===== src/rtl/microwave_timer_ctrl.sv =====
// Cook-time register, 1 Hz countdown, heater duty cycle and finish beeper for the microwave.
// Optional MICROWAVE_QUICK_START_EN: btnC in SET with zero time loads STEP_UP seconds.
`timescale 1ns/1ps
module microwave_timer_ctrl #(
    parameter int TICK_DIV     = 100_000_000,
    parameter int MAX_TIME     = 5999,
    parameter int STEP_UP      = 30,
    parameter int STEP_DN      = 10,
    parameter int POWER_LEVELS = 5
) (
    input  logic        clk,
    input  logic        reset,
    input  logic [2:0]  mode,
    input  logic        btnU,
    input  logic        btnD,
    input  logic        btnL,
    input  logic        btnR,
    input  logic        btnC,
    output logic [13:0] run_time,
    output logic [2:0]  power,
    output logic        heater,
    output logic        beep,
    output logic        done
);
    localparam int PW = (TICK_DIV > 1) ? $clog2(TICK_DIV) : 1;
    localparam logic [PW-1:0] PRESC_LAST = PW'(TICK_DIV - 1);
    localparam logic [PW-1:0] PRESC_HALF = PW'(TICK_DIV / 2);
    localparam logic [14:0]   MAX_T      = 15'(MAX_TIME);
    localparam logic [14:0]   UP_T       = 15'(STEP_UP);
    localparam logic [13:0]   DN_T       = 14'(STEP_DN);
    localparam logic [2:0]    PWR_MAX    = 3'(POWER_LEVELS);

    typedef enum logic [2:0] {
        M_IDLE   = 3'b000,
        M_SET    = 3'b001,
        M_RUN    = 3'b010,
        M_STOP   = 3'b011,
        M_FINISH = 3'b100
    } mode_e;

    mode_e         cur_mode;
    logic [PW-1:0] prescaler;
    logic [PW-1:0] presc_nx;
    logic          tick;
    logic [3:0]    phase;
    logic [3:0]    phase_nx;
    logic [13:0]   run_nx;
    logic [2:0]    power_nx;
    logic [14:0]   up_sum;
    logic [14:0]   run_sum;
    logic          heater_nx;
    logic          beep_nx;
    logic          done_nx;
    int            thresh;

`ifndef MICROWAVE_QUICK_START_EN
    logic unused_btnc;
    assign unused_btnc = btnC;
`endif

    // Undefined mode codes fall back to IDLE.
    always_comb begin
        case (mode)
            3'b001:  cur_mode = M_SET;
            3'b010:  cur_mode = M_RUN;
            3'b011:  cur_mode = M_STOP;
            3'b100:  cur_mode = M_FINISH;
            default: cur_mode = M_IDLE;
        endcase
    end

    always_comb begin
        presc_nx = '0;
        tick     = 1'b0;
        if (cur_mode == M_RUN || cur_mode == M_FINISH) begin
            tick     = (prescaler == PRESC_LAST);
            presc_nx = tick ? '0 : prescaler + 1'b1;
        end
    end

    always_comb begin
        up_sum   = {1'b0, run_time} + UP_T;
        run_sum  = '0;
        run_nx   = run_time;
        power_nx = power;
        phase_nx = phase;
        case (cur_mode)
            M_SET: begin
                if (btnL)
                    run_nx = '0;
                else if (btnU)
                    run_nx = (up_sum > MAX_T) ? MAX_T[13:0] : up_sum[13:0];
                else if (btnD)
                    run_nx = (run_time > DN_T) ? run_time - DN_T : '0;
`ifdef MICROWAVE_QUICK_START_EN
                else if (btnC && run_time == '0)
                    run_nx = UP_T[13:0];
`endif
                if (btnR)
                    power_nx = (power >= PWR_MAX) ? 3'd1 : power + 3'd1;
                phase_nx = '0;
            end
            M_RUN: begin
                // A button add and a tick in the same cycle net out before saturating.
                run_sum = btnU ? up_sum : {1'b0, run_time};
                if (tick && run_time != '0)
                    run_sum = run_sum - 15'd1;
                run_nx = (run_sum > MAX_T) ? MAX_T[13:0] : run_sum[13:0];
                if (tick)
                    phase_nx = (phase == 4'd9) ? 4'd0 : phase + 4'd1;
            end
            M_STOP: begin
                phase_nx = phase;
            end
            M_FINISH: begin
                phase_nx = '0;
            end
            default: begin
                run_nx   = '0;
                power_nx = PWR_MAX;
                phase_nx = '0;
            end
        endcase
    end

    // Outputs are derived from the post-edge state so they line up with run_time/power.
    always_comb begin
        thresh    = (10 * int'(power_nx)) / POWER_LEVELS;
        heater_nx = (cur_mode == M_RUN) && (run_nx != '0) && (int'(phase_nx) < thresh);
        beep_nx   = (cur_mode == M_FINISH) && (presc_nx < PRESC_HALF);
        done_nx   = (cur_mode == M_RUN) && (run_time == 14'd1) && (run_nx == '0);
    end

    always_ff @(posedge clk) begin
        if (!reset) begin
            prescaler <= '0;
            phase     <= '0;
            run_time  <= '0;
            power     <= PWR_MAX;
            heater    <= 1'b0;
            beep      <= 1'b0;
            done      <= 1'b0;
        end else begin
            prescaler <= presc_nx;
            phase     <= phase_nx;
            run_time  <= run_nx;
            power     <= power_nx;
            heater    <= heater_nx;
            beep      <= beep_nx;
            done      <= done_nx;
        end
    end
endmodule


===== config.mk =====
export PLATFORM = sky130hd
export DESIGN_NAME = microwave_timer_ctrl
export DESIGN_NICKNAME = d
export VERILOG_FILES = /design/src/rtl/microwave_timer_ctrl.sv
export SDC_FILE = /design/constraint.sdc
export NUM_CORES = 1
export LEC_CHECK = 0
export BUFFER_PORTS_ARGS = -buffer_cell sky130_fd_sc_hd__buf_2
export CORE_MARGIN = 5
export CORE_UTILIZATION = 57
export CTS_BUF_LIST = sky130_fd_sc_hd__clkbuf_2
export DETAILED_ROUTE_END_ITERATION = 8
export HOLD_SLACK_MARGIN = 0.05
export PLACE_DENSITY = 0.74
export SYNTH_ARGS = -nofsm -noshare
export SYNTH_HDL_FRONTEND = slang
export SYNTH_SLANG_ARGS = --single-unit

===== constraint.sdc =====
create_clock -name clk -period 5.24 [get_ports clk]
set_input_delay 0.262 -clock clk [delete_from_list [all_inputs] [get_ports clk]]
set_output_delay 0.262 -clock clk [all_outputs]
set_load 0.005 [all_outputs]

Word-level counts from Yosys, hierarchy flattened
Cells that the tools add are included.
Word-level totals
  input port bits: 10
  bits in registers: 51
  word-level logic and storage cells: 64
  output and inout port bits: 20
Operators by class
  div/mod/pow operators: 1
  multiply operators: 1
  equality and inequality tests: 11
  reductions and logical operators: 12
  muxes and demuxes: 20
  $lt $le $gt $ge: 6
  add/sub/neg operators: 6
Operators with widths (count)
  $mux 14: 6
  $mux 27: 2
  $mux 15: 3
  $pmux 14 s3: 1
  $div 32x4->32 const B: 1
  $lt 5x32->1: 1
  $gt 15x13->1 const B: 2
  $reduce_bool 14->1: 2
  $add 27x1->27 const B: 1
  $eq 27x27->1 const B: 1
  $lt 27x26->1 const B: 1
  $add 14x5->15 const B: 1
  $sub 15x1->15 const B: 1
  $eq 14x1->1 const B: 1
  $gt 14x4->1 const B: 1
  $logic_not 14->1: 1
  $sub 14x4->14 const B: 1
  $eq 3x2->1 const B: 4
  $pmux 3 s4: 1
  $mux 4: 2
  $pmux 4 s2: 1
  $eq 3x1->1 const B: 2
  $eq 3x3->1 const B: 2
  $logic_and 1x1->1: 6
  11 further kinds: 12

Logic depth before layout (Yosys ltp)
  depth after elaboration: 14
  depth in mapped cells: 25
  gate-level depth less buffers: 24

Worst setup path after synthesis
Ideal clock, no wire load.
  kind: input-to-reg
  start point: in mode[0]
  end point: reg heater
  path buffers: 2
  path slack: 0.418 ns
  data required time: 5.125 ns
  arrival: 4.707 ns
  stages: 24
  library setup time: 0.115 ns
  cell sequence: buf_2 nor3b_1 a211oi_1 nor2_2 inv_1 ha_1 ha_1 ha_1 clkbuf_1 nand2_1 nor2_1 o21ai_0 a211o_1 o31ai_1 inv_1 ha_1 and2_1 nor3b_1 ha_1 nand2_1 a2111oi_0 o211a_1 o211ai_1 and3_1
Between the ends
  elaborated cells between the ends (all ways): 28
  classes of those cells: mul: 1; div: 1; order compare: 2; eq/ne: 8; mux: 9; reduce/logical: 7
RTL lines
  from (decl): RTL line 13  | input logic [2:0] mode,
  $eq 3x3->1 (tied with other cells): RTL line 63  | case (mode)
  $pmux 3 s4 (*): RTL line 63
  $eq 3x2->1 or $eq 3x3->1 (tied branches): RTL line 87  | case (cur_mode)
  $reduce_or 3->1 (no line)
  $pmux 3 s2 (*): RTL line 87
  via power_nx[2]: RTL line 48  | logic [2:0] power_nx;
  $mul 3x3->6 (*): RTL line 128  | thresh = (10 * int'(power_nx)) / POWER_LEVELS;
  $div 32x4->32 (*): RTL line 128
  $lt 5x32->1 (*): RTL line 129  | heater_nx = (cur_mode == M_RUN) && (run_nx != '0) && (int'(phase_nx) < thresh);
  $logic_and 1x1->1 (*): RTL line 129
  to (signal assigned): RTL line 148  | heater <= heater_nx;
  to (decl): RTL line 21  | output logic heater,
The timed path passes the listed nets; every way through them passes the cells marked *. The select of a mux whose other input is x is not followed.
A chain may end at the register's enable or synchronous reset.

Worst setup path after layout
  start point: reg power[1]
  end point: reg heater
Between the ends
  longest elaborated chain between the ends: 8
  elaborated cells between the ends (all ways): 9
  classes of those cells: add/sub: 1; mul: 1; div: 1; order compare: 2; mux: 3; reduce/logical: 1
Ends and longest elaborated chain
  from (decl): RTL line 20  | output logic [2:0] power,
  from (signal assigned): RTL line 147  | power <= power_nx;
  $add 3x1->3 or $ge 3x3->1 (tied branches): RTL line 100  | power_nx = (power >= PWR_MAX) ? 3'd1 : power + 3'd1;
  $mux 3 (*): RTL line 100
  $mux 3 (*): RTL line 99  | if (btnR)
  $pmux 3 s2 (*): RTL line 87
  via power_nx[2]: RTL line 48
  $mul 3x3->6 (*): RTL line 128
  $div 32x4->32 (*): RTL line 128
  $lt 5x32->1 (*): RTL line 129
  $logic_and 1x1->1 (*): RTL line 129
The timed path passes the listed nets; every way through them passes the cells marked *.

==> impl_metrics.json <==
{
  "power.combinational.fraction_pct": 33.9,
  "dp_slack_ns": 0.280,
  "min_delay_path_depth": 2,
  "grt_overflow": 0,
  "mappedNetlistArea_um2": 5240,
  "viasPerCell": 6.64,
  "io_pins": 30,
  "cts_setup_buffers": 0,
  "n_antenna_cell": 0,
  "net_switching_uw": 344,
  "crit_required_ns": 5.67,
  "detailed_place_hpwl_um": 11500,
  "number_of_buffers_created_by_cts": 5,
  "numPlacedInstances": 843,
  "cellPowerDensity_nw_per_um2": 162,
  "fmax_mhz": 210,
  "grt_max_degree": 31,
  "max-clock-path-buffers": 2,
  "max_clock_skew_ns": 0.0285,
  "ys_seq_area_share_pct": 19.5,
  "layout_common_cells": "sky130_fd_sc_hd__nor2_1 (75), sky130_fd_sc_hd__nand2_1 (65), sky130_fd_sc_hd__a21oi_1 (49), sky130_fd_sc_hd__dfxtp_1 (49), sky130_fd_sc_hd__o21ai_0 (43)",
  "routedWlPerCell_um": 17.8,
  "flip_flop_cell_with_the_highest_count_after_synthesis": "sky130_fd_sc_hd__dfxtp_1",
  "drt_first_iter_violations": 642,
  "final_layout_size_suffix_gt1_share_pct": 10.3,
  "timing.critical_path.arrival_ns": 5.19,
  "crit_fanout": 7,
  "reg2reg_depth": 22,
  "grt_setup_unrepaired": "no",
  "setup_tns_ns": 0,
  "post_synth.cell_area_avg_um2": 7.10,
  "groute.usage.overall_pct": 26.9,
  "holdCritPathClass": "input pin to register",
  "finalWirelength_um": 15200,
  "vdd.ir_drop.worst_uv": 95.3,
  "period_utilisation_layout_pct": 90.9,
  "ys_async_sr_fraction_pct": 0,
  "ant_nets": 0,
  "worst_slew_margin_rel_pct": 41.6,
  "pwr-share-seq_pct": 44.9,
  "wire_length_of_the_first_global_routing_pass_um": 25200,
  "cts_tree": "done",
  "finalMaxSlewViolations": 0,
  "place.port_buffers": 28,
  "finalWorstSetupSlack_ns": 0.475,
  "globalplace.congestion": 0.964,
  "finalNonFillerCells": 851,
  "n_fill_cell": 886,
  "core_region_area_um2": 9110,
  "holdWs_ns": 0.0850,
  "tritoncts_sinks": 51,
  "vias": 5652,
  "clockRootBuffer": "sky130_fd_sc_hd__clkbuf_2",
  "route.detailed.drc": 0,
  "hold_violations_final": 0,
  "grt_antenna_before_repair": 0,
  "report.final.setup_viol": 0,
  "ys.warnings.count": 0,
  "first_global_vias": 5128,
  "dieArea_um2": 11200,
  "clock_latency_on_the_worst_skew_pair_ns": 0.49,
  "leakagePower_uw": 0.00196,
  "worst_slew_pin_slew_ns": 0.864,
  "drt-pass1-iter-count": 5,
  "setup.worst_path.end_class": "register",
  "final_net_count": 767,
  "postSynthCellCount": 737,
  "status": "finished clean",
  "synth-edff-count": 0,
  "die-width_um": 106,
  "p_int_uw": 548,
  "worstSetupStartpointType": "register",
  "mostFrequentLayoutCell": "sky130_fd_sc_hd__nor2_1",
  "power.share.switching_pct": 38.6,
  "clk_pin_slew_worst_paths_ns": 0.29,
  "clock_tree.htree_level_count": 2,
  "timing.setup.critical_path_class": "register to register",
  "synth.lib_cells_used.distinct": 78,
  "start_util_pct": 57.5,
  "min_period_ns": 4.76,
  "syn2layout_area_growth_pct": 4.90,
  "synth.ff_latch_count": 51,
  "power.clock.fraction_pct": 21.2,
  "fp.dieH_um": 106,
  "synthesis.nets": 765,
  "num_rows": 35,
  "drv_cap": 0
}
layout make-up:
cell class | instances | area [µm²] | area share [%]
multi-input cells | 613 | 3940 | 71.7
well taps | 111 | 139 | 2.53
inverters | 27 | 101 | 1.85
repair buffers | 41 | 238 | 4.33
flip-flops and latches | 51 | 1030 | 18.7
clock inverters | 3 | 26.3 | 0.478
clock buffers | 5 | 25.0 | 0.456
state kept, by name (all words and copies together) (netlist names):
register and count:
heater 1, beep 1, power 3, done 1, prescaler 27, run_time 14
phase 4
logic make-up after synthesis:
group / after synthesis / share of synthesized area, %
compound gates: 208 / 27.0
xor+xnor: 54 / 9.03
fa+ha+maj: 18 / 4.30
buf+inv: 73 / 5.69
flops: 51 / 19.5
mux: 8 / 1.53
simple gates: 325 / 33.0
cell usage after synthesis (5+ instances only):
library cell                n  area (µm²)
sky130_fd_sc_hd__nor2b_1    6        37.5
sky130_fd_sc_hd__xor2_1    21         184
sky130_fd_sc_hd__nor2_1    75         282
sky130_fd_sc_hd__a31oi_1    8        50.1
sky130_fd_sc_hd__or3_1     11        68.8
sky130_fd_sc_hd__and2_1    13        81.3
sky130_fd_sc_hd__buf_2      7        35.0
sky130_fd_sc_hd__xnor2_1   33         289
sky130_fd_sc_hd__a211oi_1   6        45.0
sky130_fd_sc_hd__nand2b_1  10        62.6
sky130_fd_sc_hd__nor3b_1    9        67.6
sky130_fd_sc_hd__nor3_1    28         140
sky130_fd_sc_hd__dfxtp_1   51        1020
sky130_fd_sc_hd__inv_1     27         101
sky130_fd_sc_hd__nor4_1    12        75.1
sky130_fd_sc_hd__o21a_1     9        67.6
sky130_fd_sc_hd__o211ai_1   6        45.0
sky130_fd_sc_hd__nand4_1   16         100
sky130_fd_sc_hd__a22o_1     5        43.8
sky130_fd_sc_hd__nand3_1   35         175
sky130_fd_sc_hd__and3_1    10        62.6
sky130_fd_sc_hd__clkbuf_1  34         128
sky130_fd_sc_hd__mux2i_1    8        80.1
sky130_fd_sc_hd__nand2_1   65         244
sky130_fd_sc_hd__o21ai_0   43         215
sky130_fd_sc_hd__a21oi_1   49         245
sky130_fd_sc_hd__ha_1      18         225
sky130_fd_sc_hd__o31ai_1    8        60.1
sky130_fd_sc_hd__a21o_1     8        60.1
per-stage QoR:
| step | total power [µW] | utilization (%) | cell area, µm² |
|---|---|---|---|
| after global routing | 945 | 60.3 | 5490 |
| final | 892 | 60.3 | 5490 |
| after global placement | 694 | 59.5 | 5420 |
| after floorplan | 623 | - | 5240 |
| after CTS | 884 | 60.0 | 5470 |
| after detailed placement | 700 | 59.5 | 5420 |
critical path, stage by stage (launching register included):
cell                        delay [ns]
sky130_fd_sc_hd__dfxtp_4          0.45
sky130_fd_sc_hd__inv_1            0.05
sky130_fd_sc_hd__ha_1             0.20
sky130_fd_sc_hd__nor4_2           0.32
sky130_fd_sc_hd__o41a_1           0.24
sky130_fd_sc_hd__nor2_2           0.06
sky130_fd_sc_hd__inv_1            0.17
sky130_fd_sc_hd__ha_1             0.18
sky130_fd_sc_hd__ha_1             0.14
sky130_fd_sc_hd__ha_2             0.25
sky130_fd_sc_hd__nor2b_1          0.23
sky130_fd_sc_hd__and3_1           0.28
sky130_fd_sc_hd__o21a_1           0.25
sky130_fd_sc_hd__a31oi_1          0.09
sky130_fd_sc_hd__o32ai_1          0.39
sky130_fd_sc_hd__nand3_1          0.16
sky130_fd_sc_hd__nor3b_1          0.18
sky130_fd_sc_hd__ha_1             0.30
sky130_fd_sc_hd__nand2_1          0.06
sky130_fd_sc_hd__a2111oi_0        0.27
sky130_fd_sc_hd__o211a_1          0.21
sky130_fd_sc_hd__o211ai_1         0.09
sky130_fd_sc_hd__and3_1           0.16
path summary, 6_finish.rpt:
kind,start,endpoint,slack (ns)
hold / removal,reset,power[2]$_SDFF_PN1_,0.08
hold reg to reg,prescaler[0]$_SDFF_PP0_,prescaler[0]$_SDFF_PP0_,0.49
setup reg to reg,power[1]$_SDFF_PN0_,heater$_SDFF_PN0_,0.48
setup / recovery,power[1]$_SDFF_PN0_,heater$_SDFF_PN0_,0.48
timing repair:
action	CTS	global route
gates resized for setup	0	7
hold buffers	0	0
endpoints found under the setup margin	0	1
metal layers:
| metal | GRT usage (%) | share of wire [%] | vias to the layer above |
|---|---|---|---|
| li1 | - | - | 2711 |
| met1 | 37.6 | 45 | 2654 |
| met2 | 43.1 | 45 | 253 |
| met3 | 4.65 | 8.7 | 34 |
| met4 | 6.48 | 1.9 | 0 |
| met5 | 0 | 0 | - |
power groups by stage:
stage	sequential, µW	clock [µW]	combinational [µW]
floorplan	403	0	220
global placement	407	0	287
detailed placement	407	0	293
CTS	401	189	294
global route	402	210	332
finish	401	189	302
No activity file was read; power rests on OpenSTA's default activity.
